<file path="src/rtl/si_inst_fetch.sv">
// Instruction fetch unit: REQ -> WAIT -> HOLD loop with PC redirect at the consumer handshake.
// Optional macro FETCH_MISALIGN_CHK_EN: a misaligned next PC sets sticky fetch_err_o and parks in ERR.
module si_inst_fetch #(
  parameter int unsigned          INST_DW  = 32,
  parameter int unsigned          INST_AW  = 32,
  parameter logic [INST_AW-1:0]   RESET_PC = 32'h8000_0000
) (
  input  logic               clk,
  input  logic               rst,
  output logic               imem_req_o,
  output logic [INST_AW-1:0] imem_addr_o,
  input  logic               imem_rvalid_i,
  input  logic [INST_DW-1:0] imem_rdata_i,
  output logic [INST_DW-1:0] inst_o,
  output logic [INST_AW-1:0] inst_pc_o,
  output logic               inst_valid_o,
  input  logic               inst_ready_i,
  input  logic               branch_en_i,
  input  logic [INST_AW-1:0] branch_offset_i,
  input  logic               jump_en_i,
  input  logic [INST_AW-1:0] jump_offset_i,
  input  logic               jalr_i,
  output logic               fetch_err_o
);

  typedef enum logic [2:0] {StRst, StReq, StWait, StHold, StErr} state_e;

  localparam logic [INST_AW-1:0] PcStep = INST_AW'(4);

  state_e             state_q, state_d;
  logic [INST_AW-1:0] pc_q, pc_d;
  logic               req_q, req_d;
  logic [INST_AW-1:0] addr_q, addr_d;
  logic [INST_DW-1:0] inst_q, inst_d;
  logic [INST_AW-1:0] inst_pc_q, inst_pc_d;
  logic               valid_q, valid_d;
  logic               err_q, err_d;
  logic [INST_AW-1:0] target;
  logic [INST_AW-1:0] next_pc;
  logic               misaligned;

  // Redirect target; only consumed in the handshake cycle.
  always_comb begin
    if (jump_en_i && jalr_i) begin
      target = {jump_offset_i[INST_AW-1:1], 1'b0};
    end else if (jump_en_i) begin
      target = pc_q + jump_offset_i;
    end else if (branch_en_i) begin
      target = pc_q + branch_offset_i;
    end else begin
      target = pc_q + PcStep;
    end
  end

`ifdef FETCH_MISALIGN_CHK_EN
  assign next_pc    = target;
  assign misaligned = |target[1:0];
`else
  assign next_pc    = {target[INST_AW-1:2], 2'b00};
  assign misaligned = 1'b0;
`endif

  always_comb begin
    state_d   = state_q;
    pc_d      = pc_q;
    req_d     = 1'b0;
    addr_d    = addr_q;
    inst_d    = inst_q;
    inst_pc_d = inst_pc_q;
    valid_d   = valid_q;
    err_d     = err_q;
    unique case (state_q)
      StRst: state_d = StReq;
      StReq: begin
        req_d   = 1'b1;
        addr_d  = pc_q;
        state_d = StWait;
      end
      StWait: begin
        if (imem_rvalid_i) begin
          inst_d    = imem_rdata_i;
          inst_pc_d = pc_q;
          valid_d   = 1'b1;
          state_d   = StHold;
        end
      end
      StHold: begin
        if (valid_q && inst_ready_i) begin
          valid_d = 1'b0;
          pc_d    = next_pc;
          if (misaligned) begin
            err_d   = 1'b1;
            state_d = StErr;
          end else begin
            state_d = StReq;
          end
        end
      end
      StErr: state_d = StErr;
      default: state_d = StRst;
    endcase
  end

  always_ff @(posedge clk) begin
    if (!rst) begin
      state_q   <= StRst;
      pc_q      <= RESET_PC;
      req_q     <= 1'b0;
      addr_q    <= '0;
      inst_q    <= '0;
      inst_pc_q <= '0;
      valid_q   <= 1'b0;
      err_q     <= 1'b0;
    end else begin
      state_q   <= state_d;
      pc_q      <= pc_d;
      req_q     <= req_d;
      addr_q    <= addr_d;
      inst_q    <= inst_d;
      inst_pc_q <= inst_pc_d;
      valid_q   <= valid_d;
      err_q     <= err_d;
    end
  end

  assign imem_req_o   = req_q;
  assign imem_addr_o  = addr_q;
  assign inst_o       = inst_q;
  assign inst_pc_o    = inst_pc_q;
  assign inst_valid_o = valid_q;
  assign fetch_err_o  = err_q;

endmodule

</file>
<file path="config.mk">
export PLATFORM = sky130hd
export DESIGN_NAME = si_inst_fetch
export DESIGN_NICKNAME = d
export VERILOG_FILES = /design/src/rtl/si_inst_fetch.sv
export SDC_FILE = /design/constraint.sdc
export NUM_CORES = 1
export LEC_CHECK = 0
export BUFFER_PORTS_ARGS = -buffer_cell sky130_fd_sc_hd__buf_2
export CAP_MARGIN = 5
export CORE_UTILIZATION = 52
export DETAILED_ROUTE_END_ITERATION = 10
export PLACE_DENSITY_LB_ADDON = 0.05
export SLEW_MARGIN = 10
export SYNTH_ARGS = -nofsm -noshare
export SYNTH_HDL_FRONTEND = slang
export SYNTH_SLANG_ARGS = --single-unit
</file>
<file path="constraint.sdc">
create_clock -name clk -period 5.3 [get_ports clk]
set_input_delay 1.06 -clock clk [delete_from_list [all_inputs] [get_ports clk]]
set_output_delay 1.06 -clock clk [all_outputs]
set_load 0.01 [all_outputs]
</file>
## Word-level counts from Yosys, hierarchy flattened

Index checks and enable logic that the tools add are counted.

- Add/subtract/negate cells: 3
- $mul: 0
- Equality and inequality tests: 6
- Bitwise operators: 0
- Reduce and logical (&&, ||, !) cells: 8
- Muxes and demuxes: 10
- Shifts and indexed selects: 0
- Div/mod/pow operators: 0
- Order comparisons: 0

Operator list:

| kind | number |
|---|---|
| two-way mux 32 bit | 3 |
| adder 32 bit | 2 |
| adder 32 x 3 -> 32 bit, second input constant | 1 |
| case mux 3 bit (5 select lines) | 1 |
| == test 3 x 2 -> 1 bit, second input constant | 2 |
| two-way mux 3 bit | 2 |
| AND reduction 2 bit | 3 |
| inequality test 2 bit, second input constant | 2 |
| == test 3 x 1 -> 1 bit, second input constant | 1 |
| == test 3 bit, second input constant | 1 |
| logical NOT 3 bit | 1 |
| two-way mux 1 bit | 3 |
| AND reduction 3 bit | 1 |
| logical AND 1 bit | 2 |
| case mux 1 bit (2 select lines) | 1 |
| nonzero test 2 bit | 1 |

- Logic and storage cells: 34
- Bits in registers: 127
- Output and inout bits: 99
- Latch bits: 0
- Bits in read-only memories: 0
- Memories kept: 0
- Bits of input ports: 103
- Memory bits (writable): 0

## Longest topological paths before layout

- Depth in word-level cells: 4
- Depth in mapped cells: 16
- Depth with buffers taken out: 13

## Worst setup path before layout

No wires, ideal clock.

- Path type: input-to-reg
- Start point: input jump_en_i
- End point: register pc_q[28]
- Path buffers: 3
- Path slack: 1.016 ns
- Library setup time: 0.145 ns
- Arrival: 4.139 ns
- Cell stages on the path: 16
- Data required time: 5.155 ns
- Cells stage by stage: clkbuf_1 nor2b_1 clkbuf_1 buf_1 a22oi_1 ha_1 inv_1 fa_1 nor2b_4 o31a_1 o31a_1 a221o_2 a31oi_4 o21ai_2 nor4b_2 a311oi_1

- Word-level cells in the longest chain between the ends: 2
- Elaborated cells on any way between the ends: 3
- Those cells by class: mux: 2; reduce/logical: 1

RTL lines:

| item | line | RTL |
|---|---|---|
| start: declaration | 20 | `input logic jump_en_i,` |
| two-way mux 32 bit / logical AND 1 bit (equally long branches) | 46, 44 |  |
| two-way mux 32 bit * | 44 | `if (jump_en_i && jalr_i) begin` |
| end signal: assignment | 116 | `pc_q <= pc_d;` |
| end: declaration | 31 | `logic [INST_AW-1:0] pc_q, pc_d;` |

Every way passes the cells marked *; elsewhere a longest branch is shown, timed or not.
A chain may end at the register's enable or synchronous reset.

## Final worst setup path

Ends and elaborated chain as after synthesis.

==> summary.txt <==
Status = finished, final reports clean
Setup crit start kind = primary input
Top FF cell, synth = dfxtp_1
Hold-fix buffers at CTS = 0
Die height = 115 µm
# setup viols final = 0
HP Class = reg2reg
Final Core Density = 0.680
Synth Register Bits = 127
Area grow syn2layout = 25.0%
Share of cells above drive strength 1 = 0.247
R2R setup slack = 2.43 ns
Minimum clock period = 3.94 ns
Setup TNS Final = 0 ns
Drt initial violations = 382
Clk root buf = clkbuf_16
Clock-pin slew on the worst setup and hold paths = 0.06 ns
Dominant cells by area after synthesis = dfxtp_1 (38%), nand2_1 (13%), a21boi_0 (11%), ha_1 (5.7%), a21oi_1 (3.8%)
Period Utilization, post-route = 0.743
RSZ-0062 raised after global routing = no
Fill cells = 1,122
Placed Cells = 1,141
Required @ worst endpoint = 5.56 ns
Largest net degree at the start of global routing = 63
CP Capture Type = flip-flop
H-Tree Depth = 4
DR WL/cell = 15.3 µm
Routability cong. = 0.934
IO buf count = 192
Critical Path AT = 4.20 ns
Layout net count = 1,126
DP Worst Slack = 0.977 ns
Synth cell count leaders = nand2_1 (236), dfxtp_1 (127), a21boi_0 (95)
TritonCTS clock tree = yes
Rows = 40
Leakage = 3.70 nW
Worst-path cell with the longest stage delay = a221o_2
Detail Route Antenna Nets = 0
Final Hold Vio Count = 0
Sequential share of the synthesized area = 0.383
WS Path Type = in2reg
Initial core utilization = 0.544
PwrDens = 289 mW/mm²
CP max FO = 18
Later-pin clock latency in the skew report = 0.42 ns
# DRC = 0
First-pass DRT Iterations = 5
EDFF count, synth = 0
Peak supply drop = 0.224 mV
Buf/Inv on CP = 3
Max_slew headroom = 0.346
Yosys warns = 0
Fin area = 0.00830 mm²
Max-slew violation count = 0
Maximum clock rate = 0.254 GHz
Initial antenna violation count = 0
Global route overflow = 0
Overall die area = 0.0132 mm²
First-pass GRT wire length = 28,800 µm
DP Area = 0.00771 mm²
Syn_area_per_cell = 8.06 µm²
Library cells used by synthesis = 56
Io pins = 202
Most used cell along the critical path = o31a_1
Count leader, synth = nand2_1
Post-CTS setup buffers = 0
Antenna diodes = 0
Vias = 6,375
CTS buffer count = 17
Total track usage = 0.277
Share of the synthesized area in the top cell type = 0.383
Clock Path Buffers = 2
Delay-heaviest family, CP = compound AO/OA/AOI/OAI gates
Final std cells w/o fill = 1,173
Vias per cell = 5.43
Hpwl dp = 12,600 µm
Worst-margin pin slew = 0.978 ns
Crit-path cells = buf_2, nor2b_2, buf_4, a22oi_1, ha_1, inv_1, fa_1, nor2b_4, o31a_1, o31a_1, a221o_2, a31oi_4, o21ai_2, nor4b_2, a311oi_1
Final wirelength = 17,900 µm
Clk sinks = 127
Die width = 115 µm
Synth Instances = 824
Synth Cell Area = 0.00664 mm²
CP peak stage delay = 0.47 ns
Clk_skew = 0.00988 ns
Core box area = 0.0122 mm²
Vias in the first global route = 5,904
FFs w/ async S/R, synth = 0
Worst setup margin = 1.36 ns
Max Cap Violations = 0
Area leader, netlist = dfxtp_1
Post-cts resize count = 0
registers in the layout, summed over array words and instances (netlist names):
name          count
inst_o           32
imem_addr_o      30
inst_pc_o        30
pc_q             30
state_q           3
imem_req_o        1
inst_valid_o      1
layer usage:
metal / global-route usage / vias up / routed length (µm)
met1: 0.357 / 2917 / 8310
met3: 0.0569 / 25 / 1120
met4: 0.122 / 0 / 317
li1: - / 3223 / -
met2: 0.449 / 210 / 8180
met5: 0 / - / 0
worst paths after layout:
path | start | endpoint | cells past startpoint
min reg2reg | inst_o[8] | inst_o[8] | 2
max | jump_en_i | pc_q[28] | 15
max reg2reg | pc_q[2] | pc_q[28] | 11
min | inst_o[8] | inst_o[8] | 2
through the flow:
step	hold WS (ns)	total power, mW
after floorplan	0.469	1.16
after global placement	0.448	1.25
after detailed placement	0.453	1.25
after CTS	0.462	2.42
after global routing	0.476	2.49
final	0.458	2.40
report_power, final:
group | leakage [nW] | internal [mW] | switching (mW)
Combinational | 2.39 | 0.104 | 0.148
Sequential | 1.03 | 0.970 | 0.00989
Clock | 0.288 | 0.711 | 0.455
cell usage in the layout (no fill, tap or decap), types with 13 or more instances in the layout:
cell and instances:
buf_2 192, o211ai_1 13, xnor2_1 17, a22o_1 27, nand2_1 236, nor2_1 17, a21boi_0 95, a21oi_1 51
o21ai_0 28, ha_1 30, clkbuf_16 17, dfxtp_1 127
area by class of cell:
class | count | area [µm²] | share of cell area
inverters | 5 | 18.8 | 0.00226
well taps | 168 | 210 | 0.0253
repair buffers | 202 | 1040 | 0.125
multi-input cells | 639 | 3900 | 0.470
clock inverters | 14 | 155 | 0.0187
flip-flops and latches | 127 | 2540 | 0.306
clock buffers | 18 | 439 | 0.0529
logic make-up after synthesis:
group           synth area share
compound gates             0.293
flops                      0.383
xor+xnor                  0.0303
fa+ha+maj                 0.0595
buf+inv                   0.0379
other cells             0.000565
simple gates               0.196
worst reg2reg max path: cells and delay by family, from the launching register on:
family / cells / cell delay [ns]
fa+ha+maj: 2 / 0.46
simple gates: 2 / 0.32
buf+inv: 1 / 0.08
flops: 1 / 0.34
compound gates: 6 / 1.52
Power figures use the tool's default switching activity.
